### config.mk
export PLATFORM = sky130hd
export DESIGN_NAME = ifetch
export DESIGN_NICKNAME = d
export VERILOG_FILES = /design/src/rtl/ifetch.sv
export SDC_FILE = /design/constraint.sdc
export NUM_CORES = 1
export LEC_CHECK = 0
export CAP_MARGIN = 25
export CORE_ASPECT_RATIO = 0.7
export CORE_MARGIN = 2
export CORE_UTILIZATION = 35
export CTS_CLUSTER_DIAMETER = 50
export DETAILED_ROUTE_END_ITERATION = 8
export GPL_TIMING_DRIVEN = 0
export HOLD_SLACK_MARGIN = 0.03
export SLEW_MARGIN = 10
export SYNTH_ARGS = -nofsm -noshare
export SYNTH_HDL_FRONTEND = slang
export SYNTH_SLANG_ARGS = --single-unit
export TNS_END_PERCENT = 10
### constraint.sdc
create_clock -name clk -period 7.05 [get_ports clk]
set_input_delay 1.41 -clock clk [delete_from_list [all_inputs] [get_ports clk]]
set_output_delay 1.41 -clock clk [all_outputs]
set_load 0.005 [all_outputs]
### src/rtl/ifetch.sv
// ifetch: instruction fetch stage driving a 1-cycle-latency instruction SRAM,
// buffering returned words in a 2-entry queue and presenting one per cycle.
module ifetch #(
  parameter logic [31:0] RESET_PC = 32'h00000000
) (
  input  logic        clk,
  input  logic        reset,
  output logic [31:0] i_addr,
  output logic        i_rd,
  input  logic [31:0] i_data,
  output logic        out_valid,
  output logic [31:0] out_ir,
  output logic [31:0] out_pc,
  input  logic        in_stall,
  input  logic        in_redirect,
  input  logic [31:0] in_target
);
  logic [31:0] fpc, ipc, tgt;
  logic        inflight, head, tail, pop, push;
  logic [1:0]  count;
  logic [2:0]  occ;
  logic [31:0] q_pc [2];
  logic [31:0] q_ir [2];
  always_comb begin
    tgt = in_target & 32'hFFFF_FFFC;
    out_valid = count != 2'd0;
    out_pc = out_valid ? q_pc[head] : 32'h0;
    out_ir = out_valid ? q_ir[head] : 32'h0;
    pop = out_valid & ~in_stall;
    push = inflight & ~in_redirect;
    // occupancy after this edge, counting the read in flight as a reserved slot
    occ = {1'b0, count} + {2'b00, inflight} - {2'b00, pop};
    i_rd = reset & ((occ < 3'd2) | in_redirect);
    i_addr = !reset ? RESET_PC : in_redirect ? tgt : fpc;
  end
  always_ff @(posedge clk or negedge reset) begin
    if (!reset) begin
      fpc <= RESET_PC;
      ipc <= RESET_PC;
      inflight <= 1'b0;
      count <= 2'd0;
      head <= 1'b0;
      tail <= 1'b0;
    end else if (in_redirect) begin
      fpc <= tgt + 32'd4;
      ipc <= tgt;
      inflight <= 1'b1;
      count <= 2'd0;
      head <= 1'b0;
      tail <= 1'b0;
    end else begin
      inflight <= i_rd;
      if (i_rd) begin
        ipc <= fpc;
        fpc <= fpc + 32'd4;
      end
      if (push) tail <= ~tail;
      if (pop) head <= ~head;
      count <= count + {1'b0, push} - {1'b0, pop};
    end
  end
  // payload storage needs no reset: it is only observed while count != 0
  always_ff @(posedge clk) begin
    if (push) begin
      q_pc[tail] <= ipc;
      q_ir[tail] <= i_data;
    end
  end
endmodule
; After elaboration in Yosys (flattened, before gate mapping)
; Memory sizes are Yosys's and may differ from the RTL's.
; Index checks and enable logic that the tools add are counted.
[totals]
mem_bits_rw = 128
word_cells = 43
regBits = 69
memories = 2
inputBits = 68
[memory_table]
columns = name, depth, word_bits, rd, rd_clocked_by_memory_dff, wr, line
row1 = q_ir, 2, 32, 1, 0, 1, 23  ; logic [31:0] q_ir [2];
row2 = q_pc, 2, 32, 1, 0, 1, 22  ; logic [31:0] q_pc [2];
[classes]
muxes = 16
bitwise_logic = 8
add_sub_neg = 6
reduce_logical = 4
magnitude_cmp = 1
[op_table]
columns = operator, count
row1 = $mux 32, 8
row2 = $add 32x3->32 const B, 2
row3 = $reduce_bool 2->1, 4
row4 = $mux 1, 7
row5 = $not 1->1, 4
row6 = $add 2x1->3, 1
row7 = $and 1x1->1, 3
row8 = $lt 3x2->1 const B, 1
row9 = $sub 3x1->3, 1
row10 = $add 2x1->2, 1
row11 = $mux 2, 1
row12 = $sub 2x1->2, 1
row13 = $or 1x1->1, 1

; Logic depth before layout (Yosys ltp)
; Gate-level depths: netlist (run 1).
[depth]
depth_word = 8
mapped_depth = 13
ltp_nobuf = 11

; Least setup slack after synthesis (run 1)
; Ideal clock, no wire load.
[synth_timing]
kind = input port to flip-flop
from = input in_redirect
to = memory q_ir[0][0], enable pin
arrival_time_ns = 5.029
setup_slack_ns = 1.532
stages = 6
t_required_ns = 6.560
setup_time_ns = 0.490
cell_sequence = buf_6 > buf_2 > buf_2 > buf_1 > nor2b_1 > nor2b_1
[synth_between]
elab_chain_len = 4
[synth_lines]
columns = element, line
row1 = start: declaration, 15  ; input logic in_redirect,
row2 = $not 1->1, 30  ; push = inflight & ~in_redirect;
row3 = $and 1x1->1, 30
row4 = $mux 1, 64  ; if (push) begin
row5 = $mux 1 (not written as such), 66  ; q_ir[tail] <= i_data;
row6 = end: declaration, 23
; No other way between the ends.

; Worst setup path after layout (run 1)
[layout_timing]
from = input in_redirect
to = output i_addr[16]
[layout_between]
elab_chain_len = 2
[layout_lines]
columns = element, line
row1 = $mux 32 (2 in a row), 34  ; i_addr = !reset ? RESET_PC : in_redirect ? tgt : fpc;
row2 = end: declaration, 8  ; output logic [31:0] i_addr,
; No other way between the ends.

==> results of run 1 <==
## state kept, by name, summed over array words and instances (netlist names)
signal	count
count	2
fpc	30
head	1
inflight	1
ipc	30
q_ir	64
q_pc	60
tail	1
## cell usage in the layout (no fill, tap or decap), drive strengths merged, types with 2 or more instances in the layout
cell           netlist  layout
edfxtp             124     124
nor2                99      99
a32o                 2       2
and2                 5       5
o21a                 3       3
clkbuf              25      44
o22ai                2       2
nand2               49      49
nand3b               4       4
nand2b              20      20
xor2                20      20
nor4                 5       5
a222oi               2       2
and4                 2       2
ha                   4       4
clkdlybuf4s50        0     157
buf                 19      25
clkinv               0       2
xnor2               32      32
a21boi              18      18
o21ai               28      28
nor3                11      11
mux2i              113     113
dfrtp               65      65
nor2b               16      16
nand4b               7       7
a21oi               16      16
bufinv               0       3
and3                 4       4
nand4                8       8
nand3               19      19
conb                 1       4
inv                  9      16
## power by group
group | switching (mW) | total, mW | internal [mW]
Combinational | 0.815 | 1.56 | 0.747
Clock | 0.443 | 1.02 | 0.579
Sequential | 0.134 | 1.63 | 1.49
## per-layer routing
layer  vias up  track usage
li1       3014            -
met4         0       0.0514
met5         -            0
met1      3006        0.276
met2       263        0.255
met3        27       0.0456
## layout make-up
type	count	area [um2]
Tap cell	331	414
Multi-Input combinational cell	505	3430
Fill cell	2344	13700
Sequential cell	189	5350
Clock buffer	19	443
Inverter	9	33.8
Timing Repair Buffer	163	1680
Clock inverter	13	178
Buffer	44	200
## cell usage after synthesis, drive strengths merged, types with 2 or more instances
master,number,area share
o21a,3,0.0025
nand2,49,0.020
nand4,8,0.0079
a32o,2,0.0022
a21boi,18,0.015
a222oi,2,0.0022
xnor2,32,0.031
nor2,99,0.041
buf,19,0.012
dfrtp,65,0.18
o22ai,2,0.0014
nand2b,20,0.014
xor2,20,0.019
and3,4,0.0028
nor4,5,0.0049
nor2b,16,0.011
nand3b,4,0.0033
nand4b,7,0.0068
and4,2,0.0019
inv,9,0.0038
o21ai,28,0.016
ha,4,0.0056
a21oi,16,0.0089
nor3,11,0.0061
clkbuf,25,0.010
nand3,19,0.011
and2,5,0.0035
mux2i,113,0.13
edfxtp,124,0.41
## through the flow
stage	hold WS [ns]	utilization	cell area [um2]	std cells
after floorplan	0.441	-	9000	747
after global placement	0.452	0.432	11000	1236
after detailed placement	0.460	0.437	11100	1241
after CTS	0.476	0.461	11700	1273
after global routing	0.489	0.461	11700	1273
final	0.472	0.461	11700	1273
## how the worst min path moves through the flow
stage	start	slack (ns)	end
after floorplan	ipc[10]$_DFFE_PN0P_	0.44	q_pc[0][10]$_DFFE_PP_
after global placement	ipc[17]$_DFFE_PN0P_	0.45	q_pc[0][17]$_DFFE_PP_
after detailed placement	ipc[27]$_DFFE_PN0P_	0.46	q_pc[0][27]$_DFFE_PP_
after CTS	ipc[27]$_DFFE_PN0P_	0.48	q_pc[1][27]$_DFFE_PP_
after global routing	ipc[8]$_DFFE_PN0P_	0.49	q_pc[0][8]$_DFFE_PP_
final	ipc[11]$_DFFE_PN0P_	0.47	q_pc[0][11]$_DFFE_PP_
## kinds of logic (layout without fill, tap and decap cells)
family | after synthesis | count (layout)
xor+xnor | 52 | 52
simple gates | 252 | 252
other cells | 1 | 4
fa+ha+maj | 5 | 5
flops | 189 | 189
compound gates | 78 | 78
mux | 114 | 114
buf+inv | 53 | 248
## critical path, delay by kind of cell
family / cells / cell delay (ns)
buf+inv: 7 / 3.42
compound gates: 1 / 0.41
simple gates: 1 / 0.14
==> impl_metrics.xml, run 1 <==
<?xml version="1.0" encoding="UTF-8"?>
<metrics>
  <group name="setup_path">
    <metric name="worst_r2r_path_depth" unit="">12</metric>
    <metric name="startpoint_type" unit="">input pin</metric>
    <metric name="max_stage_delay" unit="ns">0.69</metric>
    <metric name="timing.critical_path.slowest_stage_cell" unit="">sky130_fd_sc_hd__clkdlybuf4s50_1</metric>
    <metric name="critPathCaptureType" unit="">output pin</metric>
    <metric name="crit_fanout" unit="">10</metric>
    <metric name="cp_data_arrival_time" unit="ns">5.41</metric>
    <metric name="crit_path_cell_trace" unit="">clkdlybuf4s50_1 -&gt; buf_6 -&gt; buf_2 -&gt; buf_2 -&gt; buf_1 -&gt; buf_1 -&gt; nand2_1 -&gt; a21boi_0 -&gt; clkdlybuf4s50_1</metric>
    <metric name="regToRegStartpoint" unit="">count[1]$_DFF_PN0_</metric>
    <metric name="start_point_of_the_critical_path" unit="">in_redirect</metric>
    <metric name="regToRegEndpoint" unit="">fpc[13]$_DFFE_PN0P_</metric>
    <metric name="crit_type" unit="">in -&gt; out</metric>
    <metric name="critPathRequiredTime" unit="ns">5.64</metric>
    <metric name="endpoint" unit="">i_addr[16]</metric>
    <metric name="r2r_setup_slack" unit="ns">3.24</metric>
  </group>
  <group name="placed_design">
    <metric name="place.port_buffers" unit="">158</metric>
    <metric name="detailed_place_hpwl" unit="um">17300</metric>
    <metric name="routability_congestion" unit="">0.871</metric>
    <metric name="placement.setup.worst_slack" unit="ns">0.379</metric>
  </group>
  <group name="synthesis">
    <metric name="cell_area_after_technology_mapping" unit="um2">8990</metric>
    <metric name="number_of_synthesized_flops_with_an_enable_pin" unit="">124</metric>
    <metric name="synth-simple-area-share" unit="">0.138</metric>
    <metric name="ys_warn_count" unit="">0</metric>
    <metric name="adder_cell_share_of_the_synthesized_area" unit="">0.00779</metric>
    <metric name="post_synth_num_cell_types" unit="">50</metric>
    <metric name="synth-xor-area-share" unit="">0.0507</metric>
    <metric name="ys_seq_area_frac" unit="">0.595</metric>
    <metric name="synth.area.mux_share" unit="">0.127</metric>
    <metric name="postSynthCellCount" unit="">744</metric>
    <metric name="synth_top_family_by_area" unit="">simple AND/OR/NAND/NOR gates</metric>
    <metric name="synth_ff_type" unit="">sky130_fd_sc_hd__edfxtp_1</metric>
    <metric name="synth.ff_latch_count" unit="">189</metric>
    <metric name="ys_async_rst_share" unit="">0.344</metric>
    <metric name="fraction_of_the_mapped_netlist_area_in_compound_gates" unit="">0.0548</metric>
    <metric name="synthesis.area_per_instance" unit="um2">12.1</metric>
  </group>
  <group name="run">
    <metric name="max_cap_viol_count" unit="">0</metric>
  </group>
  <group name="route">
    <metric name="routed_wl" unit="um">24000</metric>
    <metric name="drt_drc_violations_left" unit="">0</metric>
    <metric name="initialDrtViolationCount" unit="">485</metric>
    <metric name="met3WireLength" unit="um">1920</metric>
    <metric name="detail_route.vias_per_cell" unit="">4.96</metric>
    <metric name="top_layer_used" unit="">met4</metric>
    <metric name="route.met2.wl" unit="um">10000</metric>
    <metric name="drtAntennaViolNets" unit="">0</metric>
    <metric name="via_count" unit="">6310</metric>
    <metric name="wire_per_inst" unit="um">18.9</metric>
    <metric name="first_pass_iters" unit="">5</metric>
    <metric name="wl_met1" unit="um">11700</metric>
  </group>
  <group name="clock_network">
    <metric name="tritoncts.num_buffers" unit="">17</metric>
    <metric name="clkLatencyLatePin" unit="ns">0.43</metric>
    <metric name="clockRootBuffer" unit="">sky130_fd_sc_hd__clkbuf_16</metric>
    <metric name="htree_num_levels" unit="">4</metric>
    <metric name="cts-hold-fix-buffers" unit="">0</metric>
    <metric name="post-cts-setup-buffers" unit="">0</metric>
    <metric name="clock_sinks" unit="">189</metric>
    <metric name="clock_path_buffers" unit="">2</metric>
    <metric name="clkTransAtPathRegs" unit="ns">0.07</metric>
    <metric name="post_cts_sizing" unit="">0</metric>
    <metric name="cts_tree" unit="">built</metric>
  </group>
  <group name="sta">
    <metric name="worst_pin_slew" unit="ns">1.06</metric>
    <metric name="timing.final.setup_violations" unit="">0</metric>
    <metric name="relSlewSlack" unit="">0.293</metric>
    <metric name="hold_viol_final" unit="">0</metric>
    <metric name="timing.setup.tns" unit="ns">0</metric>
    <metric name="clock_skew" unit="ns">0.00827</metric>
    <metric name="max_freq" unit="GHz">0.147</metric>
    <metric name="final_max_slew_viol_count" unit="">0</metric>
    <metric name="timing.final.ws_setup" unit="ns">0.231</metric>
    <metric name="period_share" unit="">0.967</metric>
    <metric name="grt_setup_unrepaired" unit="">false</metric>
    <metric name="post-route-min-period" unit="ns">6.82</metric>
  </group>
  <group name="power">
    <metric name="max-vdd-ir-drop" unit="mV">0.201</metric>
    <metric name="report.power.total" unit="mW">4.21</metric>
    <metric name="pwr_density_cell" unit="nW/um2">359</metric>
    <metric name="power.leakage" unit="nW">4.18</metric>
  </group>
  <group name="worst_hold_path">
    <metric name="hold_depth" unit="">0</metric>
    <metric name="timing.hold.worst.class" unit="">reg -&gt; reg</metric>
  </group>
  <group name="layout">
    <metric name="antenna-diode-count" unit="">0</metric>
    <metric name="finish.net_count" unit="">1002</metric>
    <metric name="layout-drive-gt1-share" unit="">0.0637</metric>
    <metric name="synthToLayoutAreaGrowth" unit="%">30.4</metric>
  </group>
  <group name="floorplanning">
    <metric name="num_rows" unit="">49</metric>
    <metric name="floorplan.die.height" unit="um">138</metric>
    <metric name="num_io_pins" unit="">166</metric>
    <metric name="die_area" unit="um2">27000</metric>
    <metric name="initial_utilization" unit="">0.353</metric>
    <metric name="placeableCoreArea" unit="um2">25400</metric>
    <metric name="dieWidth" unit="um">196</metric>
  </group>
  <group name="global_route">
    <metric name="global_route.usage.total" unit="">0.182</metric>
    <metric name="grt_overflow" unit="">0</metric>
    <metric name="grt_pass1_vias" unit="">6118</metric>
    <metric name="number_of_antenna_violations_at_the_first_check_in_global_routing" unit="">0</metric>
    <metric name="grt_max_degree" unit="">52</metric>
    <metric name="grt_first_pass_wirelength" unit="um">36800</metric>
  </group>
  <group name="status">
    <metric name="run_status" unit="">complete, no violations</metric>
  </group>
</metrics>
No activity file was read; power rests on OpenSTA's default activity.
==> inputs of run 2 (changes only) <==
--- a/config.mk
+++ b/config.mk
@@ -6,7 +6,7 @@
 export NUM_CORES = 1
 export LEC_CHECK = 0
 export CAP_MARGIN = 25
-export CORE_ASPECT_RATIO = 0.7
+export CORE_ASPECT_RATIO = 1.75
 export CORE_MARGIN = 2
 export CORE_UTILIZATION = 35
 export CTS_CLUSTER_DIAMETER = 50
==> run 2 against run 1 <==
  * Clock skew is 0.0012 ns higher
  * Setup slack better by 0.40 ns
  * Flip-flop and latch count stayed put
  * Design area is 0.15% lower
  * Sequential share of layout area is 0.068 points higher
  * Routed wire length is 1.5% higher
  * Clock power hardly changed
  * Critical path type unchanged
  * Highest routed layer unchanged
==> impl_metrics.xml, run 2 (synthesis results as in run 1) <==
<?xml version="1.0" encoding="UTF-8"?>
<metrics>
  <group name="status">
    <metric name="run_status" unit="">complete, no violations</metric>
  </group>
  <group name="run">
    <metric name="max_cap_viol_count" unit="">0</metric>
  </group>
  <group name="route">
    <metric name="wire_per_inst" unit="um">19.4</metric>
    <metric name="initialDrtViolationCount" unit="">448</metric>
    <metric name="first_pass_iters" unit="">5</metric>
    <metric name="detail_route.vias_per_cell" unit="">5.07</metric>
    <metric name="via_count" unit="">6383</metric>
    <metric name="drt_drc_violations_left" unit="">0</metric>
    <metric name="drtAntennaViolNets" unit="">0</metric>
    <metric name="routed_wl" unit="um">24400</metric>
  </group>
  <group name="floorplanning">
    <metric name="dieWidth" unit="um">125</metric>
    <metric name="floorplan.die.height" unit="um">216</metric>
    <metric name="placeableCoreArea" unit="um2">25200</metric>
    <metric name="die_area" unit="um2">27000</metric>
    <metric name="initial_utilization" unit="">0.356</metric>
    <metric name="num_rows" unit="">77</metric>
    <metric name="num_io_pins" unit="">166</metric>
  </group>
  <group name="layout">
    <metric name="fill_cells" unit="">2366</metric>
    <metric name="stdcell_area" unit="um2">11700</metric>
    <metric name="antenna-diode-count" unit="">0</metric>
    <metric name="synthToLayoutAreaGrowth" unit="%">30.3</metric>
    <metric name="postLayoutCoreUtil" unit="">0.464</metric>
    <metric name="leading_cell_type_in_the_layout_fill_and_taps_excluded" unit="">sky130_fd_sc_hd__clkdlybuf4s50_1</metric>
    <metric name="multi_input_comb_area" unit="um2">3430</metric>
    <metric name="flip_flop_count_of_the_largest_register_after_layout" unit="">64</metric>
    <metric name="final_cell_mix" unit="">sky130_fd_sc_hd__clkdlybuf4s50_1, sky130_fd_sc_hd__edfxtp_1, sky130_fd_sc_hd__mux2i_1</metric>
    <metric name="top_regs" unit="">q_ir (64), q_pc (60)</metric>
    <metric name="finish.net_count" unit="">1002</metric>
    <metric name="layout-drive-gt1-share" unit="">0.0658</metric>
    <metric name="regMostFlops" unit="">q_ir</metric>
    <metric name="combined_flip_flop_and_latch_cell_area" unit="um2">5350</metric>
    <metric name="stdcell_count" unit="">1258</metric>
  </group>
  <group name="global_route">
    <metric name="global_route.usage.total" unit="">0.183</metric>
    <metric name="number_of_antenna_violations_at_the_first_check_in_global_routing" unit="">0</metric>
    <metric name="grt_max_degree" unit="">53</metric>
    <metric name="grt_first_pass_wirelength" unit="um">37600</metric>
    <metric name="grt_pass1_vias" unit="">6570</metric>
    <metric name="grt_overflow" unit="">0</metric>
  </group>
  <group name="worst_hold_path">
    <metric name="timing.hold.worst.class" unit="">reg -&gt; reg</metric>
  </group>
  <group name="power">
    <metric name="max-vdd-ir-drop" unit="mV">0.186</metric>
    <metric name="report.power.total" unit="mW">4.19</metric>
    <metric name="pwr_density_cell" unit="nW/um2">358</metric>
    <metric name="power.leakage" unit="nW">4.17</metric>
  </group>
  <group name="sta">
    <metric name="timing.setup.tns" unit="ns">0</metric>
    <metric name="post-route-min-period" unit="ns">6.42</metric>
    <metric name="period_share" unit="">0.910</metric>
    <metric name="hold_viol_final" unit="">0</metric>
    <metric name="timing.final.ws_setup" unit="ns">0.635</metric>
    <metric name="worst_pin_slew" unit="ns">0.972</metric>
    <metric name="hold_slack" unit="ns">0.477</metric>
    <metric name="relSlewSlack" unit="">0.352</metric>
    <metric name="timing.final.setup_violations" unit="">0</metric>
    <metric name="max_freq" unit="GHz">0.156</metric>
    <metric name="clock_skew" unit="ns">0.00945</metric>
    <metric name="grt_setup_unrepaired" unit="">false</metric>
    <metric name="final_max_slew_viol_count" unit="">0</metric>
  </group>
  <group name="placed_design">
    <metric name="routability_congestion" unit="">0.856</metric>
    <metric name="place.port_buffers" unit="">158</metric>
    <metric name="dpl_cell_area" unit="um2">11100</metric>
    <metric name="detailed_place_hpwl" unit="um">17900</metric>
    <metric name="placedCellCount" unit="">1225</metric>
    <metric name="placement.setup.worst_slack" unit="ns">0.599</metric>
  </group>
  <group name="clock_network">
    <metric name="clock_path_buffers" unit="">2</metric>
    <metric name="clock_sinks" unit="">189</metric>
    <metric name="tritoncts.num_buffers" unit="">17</metric>
    <metric name="post_cts_sizing" unit="">0</metric>
    <metric name="cts_tree" unit="">built</metric>
    <metric name="clkTransAtPathRegs" unit="ns">0.07</metric>
    <metric name="clockRootBuffer" unit="">sky130_fd_sc_hd__clkbuf_16</metric>
    <metric name="post-cts-setup-buffers" unit="">0</metric>
    <metric name="clkLatencyLatePin" unit="ns">0.45</metric>
    <metric name="cts-hold-fix-buffers" unit="">0</metric>
    <metric name="htree_num_levels" unit="">4</metric>
  </group>
  <group name="setup_path">
    <metric name="cp_data_arrival_time" unit="ns">5.01</metric>
    <metric name="crit_fanout" unit="">10</metric>
    <metric name="r2r_setup_slack" unit="ns">3.21</metric>
    <metric name="crit_type" unit="">in -&gt; out</metric>
    <metric name="critPathRequiredTime" unit="ns">5.64</metric>
    <metric name="critPathCaptureType" unit="">output pin</metric>
    <metric name="startpoint_type" unit="">input pin</metric>
  </group>
</metrics>
## run 2: where the power goes
part,internal [mW],total [mW],switching [mW]
sequential,1.49,1.62,0.132
combinational,0.747,1.55,0.800
clock,0.575,1.02,0.443
total,2.81,4.19,1.38
## run 2: worst paths after layout
path | from | to | depth (start not counted)
hold / removal | ipc[11]$_DFFE_PN0P_ | q_pc[0][11]$_DFFE_PP_ | 0
min in group asynchronous | reset | fpc[13]$_DFFE_PN0P_ | 1
setup / recovery | in_redirect | i_addr[6] | 9
hold reg to reg | ipc[11]$_DFFE_PN0P_ | q_pc[0][11]$_DFFE_PP_ | 0
setup reg to reg | count[1]$_DFF_PN0_ | fpc[13]$_DFFE_PN0P_ | 11
max in group asynchronous | reset | ipc[25]$_DFFE_PN0P_ | 2
## run 2: layout make-up
type / count / area share
sequential: 189 / 0.457
clock buffer: 18 / 0.0375
buffer: 44 / 0.0171
clock inverter: 14 / 0.0156
tap: 316 / 0.0338
timing repair buffer: 163 / 0.144
multi-input combinational: 505 / 0.293
inverter: 9 / 0.00288
## run 2: critical path, cell delays in order
cell and delay [ns]:
sky130_fd_sc_hd__clkdlybuf4s50_1 0.63, sky130_fd_sc_hd__buf_6 0.20, sky130_fd_sc_hd__buf_2 0.26, sky130_fd_sc_hd__buf_2 0.31, sky130_fd_sc_hd__buf_1 0.50, sky130_fd_sc_hd__buf_1 0.64, sky130_fd_sc_hd__nand2_1 0.14, sky130_fd_sc_hd__a21boi_0 0.32
sky130_fd_sc_hd__clkdlybuf4s50_1 0.56
## run 2: layer usage
layer,up-vias,wire (um),GRT usage
met5,-,0,0
met4,0,764,0.0781
met1,3133,9100,0.195
met3,44,1040,0.0372
met2,184,13500,0.345
li1,3022,-,-
==> inputs of run 3 (changes only) <==
--- a/config.mk
+++ b/config.mk
@@ -8,11 +8,13 @@
 export CAP_MARGIN = 25
 export CORE_ASPECT_RATIO = 1.75
 export CORE_MARGIN = 2
-export CORE_UTILIZATION = 35
+export CORE_UTILIZATION = 55
 export CTS_CLUSTER_DIAMETER = 50
 export DETAILED_ROUTE_END_ITERATION = 8
+export DONT_BUFFER_PORTS = 1
 export GPL_TIMING_DRIVEN = 0
 export HOLD_SLACK_MARGIN = 0.03
+export PLACE_DENSITY = 0.7
 export SLEW_MARGIN = 10
 export SYNTH_ARGS = -nofsm -noshare
 export SYNTH_HDL_FRONTEND = slang
==> run 3 against run 2 <==
  * Clock power grew 5%
  * Global-route usage grew 6.9 points
  * Utilization grew 16 points
  * Maximum frequency grew 21%
  * Sequential power is essentially flat
  * Die area shrank 36%
  * Setup slack gained 1.1 ns
  * Routed wire length shrank 11%
  * Flip-flop and latch count is the same
  * Sequential share of layout area grew 8.0 points
  * Register-to-register slack lost 0.18 ns
  * Largest cell class unchanged
==> impl_metrics.xml, run 3 (synthesis results as in run 1) <==
<?xml version="1.0" encoding="UTF-8"?>
<metrics>
  <group name="clock_network">
    <metric name="post_cts_sizing" unit="">0</metric>
    <metric name="post-cts-setup-buffers" unit="">0</metric>
    <metric name="cts-hold-fix-buffers" unit="">0</metric>
    <metric name="clkTransAtPathRegs" unit="ns">0.07</metric>
    <metric name="htree_num_levels" unit="">4</metric>
    <metric name="clockRootBuffer" unit="">sky130_fd_sc_hd__clkbuf_16</metric>
    <metric name="clock_path_buffers" unit="">2</metric>
    <metric name="cts_tree" unit="">built</metric>
    <metric name="tritoncts.num_buffers" unit="">17</metric>
    <metric name="clock_sinks" unit="">189</metric>
    <metric name="clkLatencyLatePin" unit="ns">0.43</metric>
  </group>
  <group name="worst_hold_path">
    <metric name="hold_depth" unit="">0</metric>
    <metric name="timing.hold.worst.class" unit="">reg -&gt; reg</metric>
    <metric name="worst_hold_startpoint" unit="">ipc[23]$_DFFE_PN0P_</metric>
  </group>
  <group name="global_route">
    <metric name="grt_overflow" unit="">0</metric>
    <metric name="grt_first_pass_wirelength" unit="um">33100</metric>
    <metric name="global_route.usage.total" unit="">0.252</metric>
    <metric name="number_of_antenna_violations_at_the_first_check_in_global_routing" unit="">0</metric>
    <metric name="grt_max_degree" unit="">72</metric>
    <metric name="grt_pass1_vias" unit="">6069</metric>
  </group>
  <group name="power">
    <metric name="power.sequential.fraction" unit="">0.428</metric>
    <metric name="max-vdd-ir-drop" unit="mV">0.179</metric>
    <metric name="switching_power" unit="mW">1.28</metric>
    <metric name="power_frac_comb" unit="">0.292</metric>
    <metric name="cell_internal_pwr" unit="mW">2.54</metric>
    <metric name="power.leakage" unit="nW">3.58</metric>
    <metric name="clkPwrFrac" unit="">0.280</metric>
    <metric name="report.power.total" unit="mW">3.82</metric>
    <metric name="netSwitchingFraction" unit="">0.335</metric>
    <metric name="pwr_density_cell" unit="nW/um2">383</metric>
  </group>
  <group name="layout">
    <metric name="top_regs" unit="">q_ir (64), q_pc (60)</metric>
    <metric name="final_cell_mix" unit="">sky130_fd_sc_hd__edfxtp_1, sky130_fd_sc_hd__mux2i_1, sky130_fd_sc_hd__nor2_1</metric>
    <metric name="antenna-diode-count" unit="">0</metric>
    <metric name="regMostFlops" unit="">q_ir</metric>
    <metric name="multi_input_comb_area" unit="um2">3430</metric>
    <metric name="finish.net_count" unit="">841</metric>
    <metric name="leading_cell_type_in_the_layout_fill_and_taps_excluded" unit="">sky130_fd_sc_hd__edfxtp_1</metric>
    <metric name="fill_cells" unit="">1257</metric>
    <metric name="combined_flip_flop_and_latch_cell_area" unit="um2">5350</metric>
    <metric name="flip_flop_count_of_the_largest_register_after_layout" unit="">64</metric>
    <metric name="layout-drive-gt1-share" unit="">0.0743</metric>
    <metric name="stdcell_area" unit="um2">9970</metric>
    <metric name="synthToLayoutAreaGrowth" unit="%">10.9</metric>
  </group>
  <group name="setup_path">
    <metric name="critPathRequiredTime" unit="ns">5.64</metric>
    <metric name="worst_r2r_path_depth" unit="">11</metric>
    <metric name="regToRegStartpoint" unit="">count[1]$_DFF_PN0_</metric>
    <metric name="cp_data_arrival_time" unit="ns">3.90</metric>
    <metric name="regToRegEndpoint" unit="">fpc[28]$_DFFE_PN0P_</metric>
    <metric name="endpoint" unit="">i_addr[16]</metric>
    <metric name="crit_fanout" unit="">10</metric>
    <metric name="critPathCaptureType" unit="">output pin</metric>
    <metric name="r2r_setup_slack" unit="ns">3.03</metric>
    <metric name="start_point_of_the_critical_path" unit="">in_redirect</metric>
    <metric name="startpoint_type" unit="">input pin</metric>
    <metric name="crit_type" unit="">in -&gt; out</metric>
  </group>
  <group name="sta">
    <metric name="final_max_slew_viol_count" unit="">0</metric>
    <metric name="hold_viol_final" unit="">0</metric>
    <metric name="post-route-min-period" unit="ns">5.31</metric>
    <metric name="clock_skew" unit="ns">0.0156</metric>
    <metric name="worst_pin_slew" unit="ns">1.03</metric>
    <metric name="grt_setup_unrepaired" unit="">false</metric>
    <metric name="max_freq" unit="GHz">0.188</metric>
    <metric name="timing.final.setup_violations" unit="">0</metric>
    <metric name="period_share" unit="">0.753</metric>
    <metric name="relSlewSlack" unit="">0.312</metric>
  </group>
  <group name="route">
    <metric name="via_count" unit="">5859</metric>
    <metric name="drtAntennaViolNets" unit="">0</metric>
    <metric name="drt_drc_violations_left" unit="">0</metric>
    <metric name="routed_wl" unit="um">21600</metric>
    <metric name="initialDrtViolationCount" unit="">331</metric>
    <metric name="detail_route.vias_per_cell" unit="">6.04</metric>
    <metric name="first_pass_iters" unit="">5</metric>
    <metric name="wire_per_inst" unit="um">22.3</metric>
  </group>
  <group name="floorplanning">
    <metric name="placeableCoreArea" unit="um2">16000</metric>
    <metric name="die_area" unit="um2">17400</metric>
    <metric name="num_rows" unit="">61</metric>
    <metric name="dieWidth" unit="um">101</metric>
    <metric name="num_io_pins" unit="">166</metric>
    <metric name="floorplan.die.height" unit="um">173</metric>
    <metric name="initial_utilization" unit="">0.564</metric>
  </group>
  <group name="run">
    <metric name="max_cap_viol_count" unit="">0</metric>
  </group>
  <group name="placed_design">
    <metric name="detailed_place_hpwl" unit="um">15900</metric>
    <metric name="place.port_buffers" unit="">0</metric>
    <metric name="routability_congestion" unit="">0.982</metric>
    <metric name="dpl_cell_area" unit="um2">9300</metric>
  </group>
  <group name="status">
    <metric name="run_status" unit="">complete, no violations</metric>
  </group>
</metrics>
==> run 3: changes by cell type in the layout (fill, tap and decap cells not counted), sizes merged <==
cell / delta
inv: -1
bufinv: +2
clkinvlp: -1
clkdlybuf4s50: -157
buf: -4
==> run 3: per-layer routing <==
metal | vias up | wire, um | global-route usage
met5 | - | 0 | 0
li1 | 2696 | - | -
met2 | 231 | 11700 | 0.446
met4 | 0 | 772 | 0.116
met1 | 2883 | 7760 | 0.277
met3 | 49 | 1380 | 0.0627
==> run 3: how the worst min path moves through the flow <==
stage	endpoint	slack [ns]
after CTS	q_pc[0][23]$_DFFE_PP_	0.47
final	q_pc[0][23]$_DFFE_PP_	0.46
after global placement	q_pc[0][23]$_DFFE_PP_	0.45
after global routing	q_pc[0][23]$_DFFE_PP_	0.48
after floorplan	q_pc[0][10]$_DFFE_PP_	0.44
after detailed placement	q_pc[0][23]$_DFFE_PP_	0.46
==> run 3: layout make-up <==
| class | instances | area share |
|---|---|---|
| sequential | 189 | 0.536 |
| multi-input combinational | 505 | 0.344 |
| clock buffer | 18 | 0.0440 |
| tap | 189 | 0.0237 |
| clock inverter | 14 | 0.0231 |
| buffer | 44 | 0.0201 |
| timing repair buffer | 2 | 0.00552 |
| inverter | 9 | 0.00339 |
==> run 3: power groups by stage <==
| stage | sequential (mW) | combinational [mW] | clock, mW |
|---|---|---|---|
| floorplan | 1.61 | 0.828 | 0 |
| global placement | 1.65 | 1.06 | 0 |
| detailed placement | 1.66 | 1.12 | 0 |
| CTS | 1.63 | 1.13 | 1.08 |
| global route | 1.66 | 1.22 | 1.12 |
| finish | 1.63 | 1.11 | 1.07 |
==> run 3: critical path, stage by stage <==
cell                       delay (ns)
sky130_fd_sc_hd__buf_6           0.12
sky130_fd_sc_hd__buf_2           0.26
sky130_fd_sc_hd__buf_2           0.30
sky130_fd_sc_hd__buf_1           0.56
sky130_fd_sc_hd__buf_1           0.66
sky130_fd_sc_hd__nand2_1         0.16
sky130_fd_sc_hd__a21boi_0        0.41
==> run 3: metrics by stage <==
| step | hold slack, ns | setup WS [ns] | setup TNS [ns] | utilization | cells |
|---|---|---|---|---|---|
| finish | 0.465 | 1.74 | 0 | 0.625 | 970 |
| global route | 0.479 | 1.54 | 0 | 0.625 | 970 |
| CTS | 0.467 | 1.80 | 0 | 0.625 | 970 |
| detailed placement | 0.460 | 1.41 | 0 | 0.583 | 938 |
| global placement | 0.454 | -0.00503 | -0.0962 | 0.579 | 936 |
| floorplan | 0.441 | 1.53 | 0 | - | 747 |
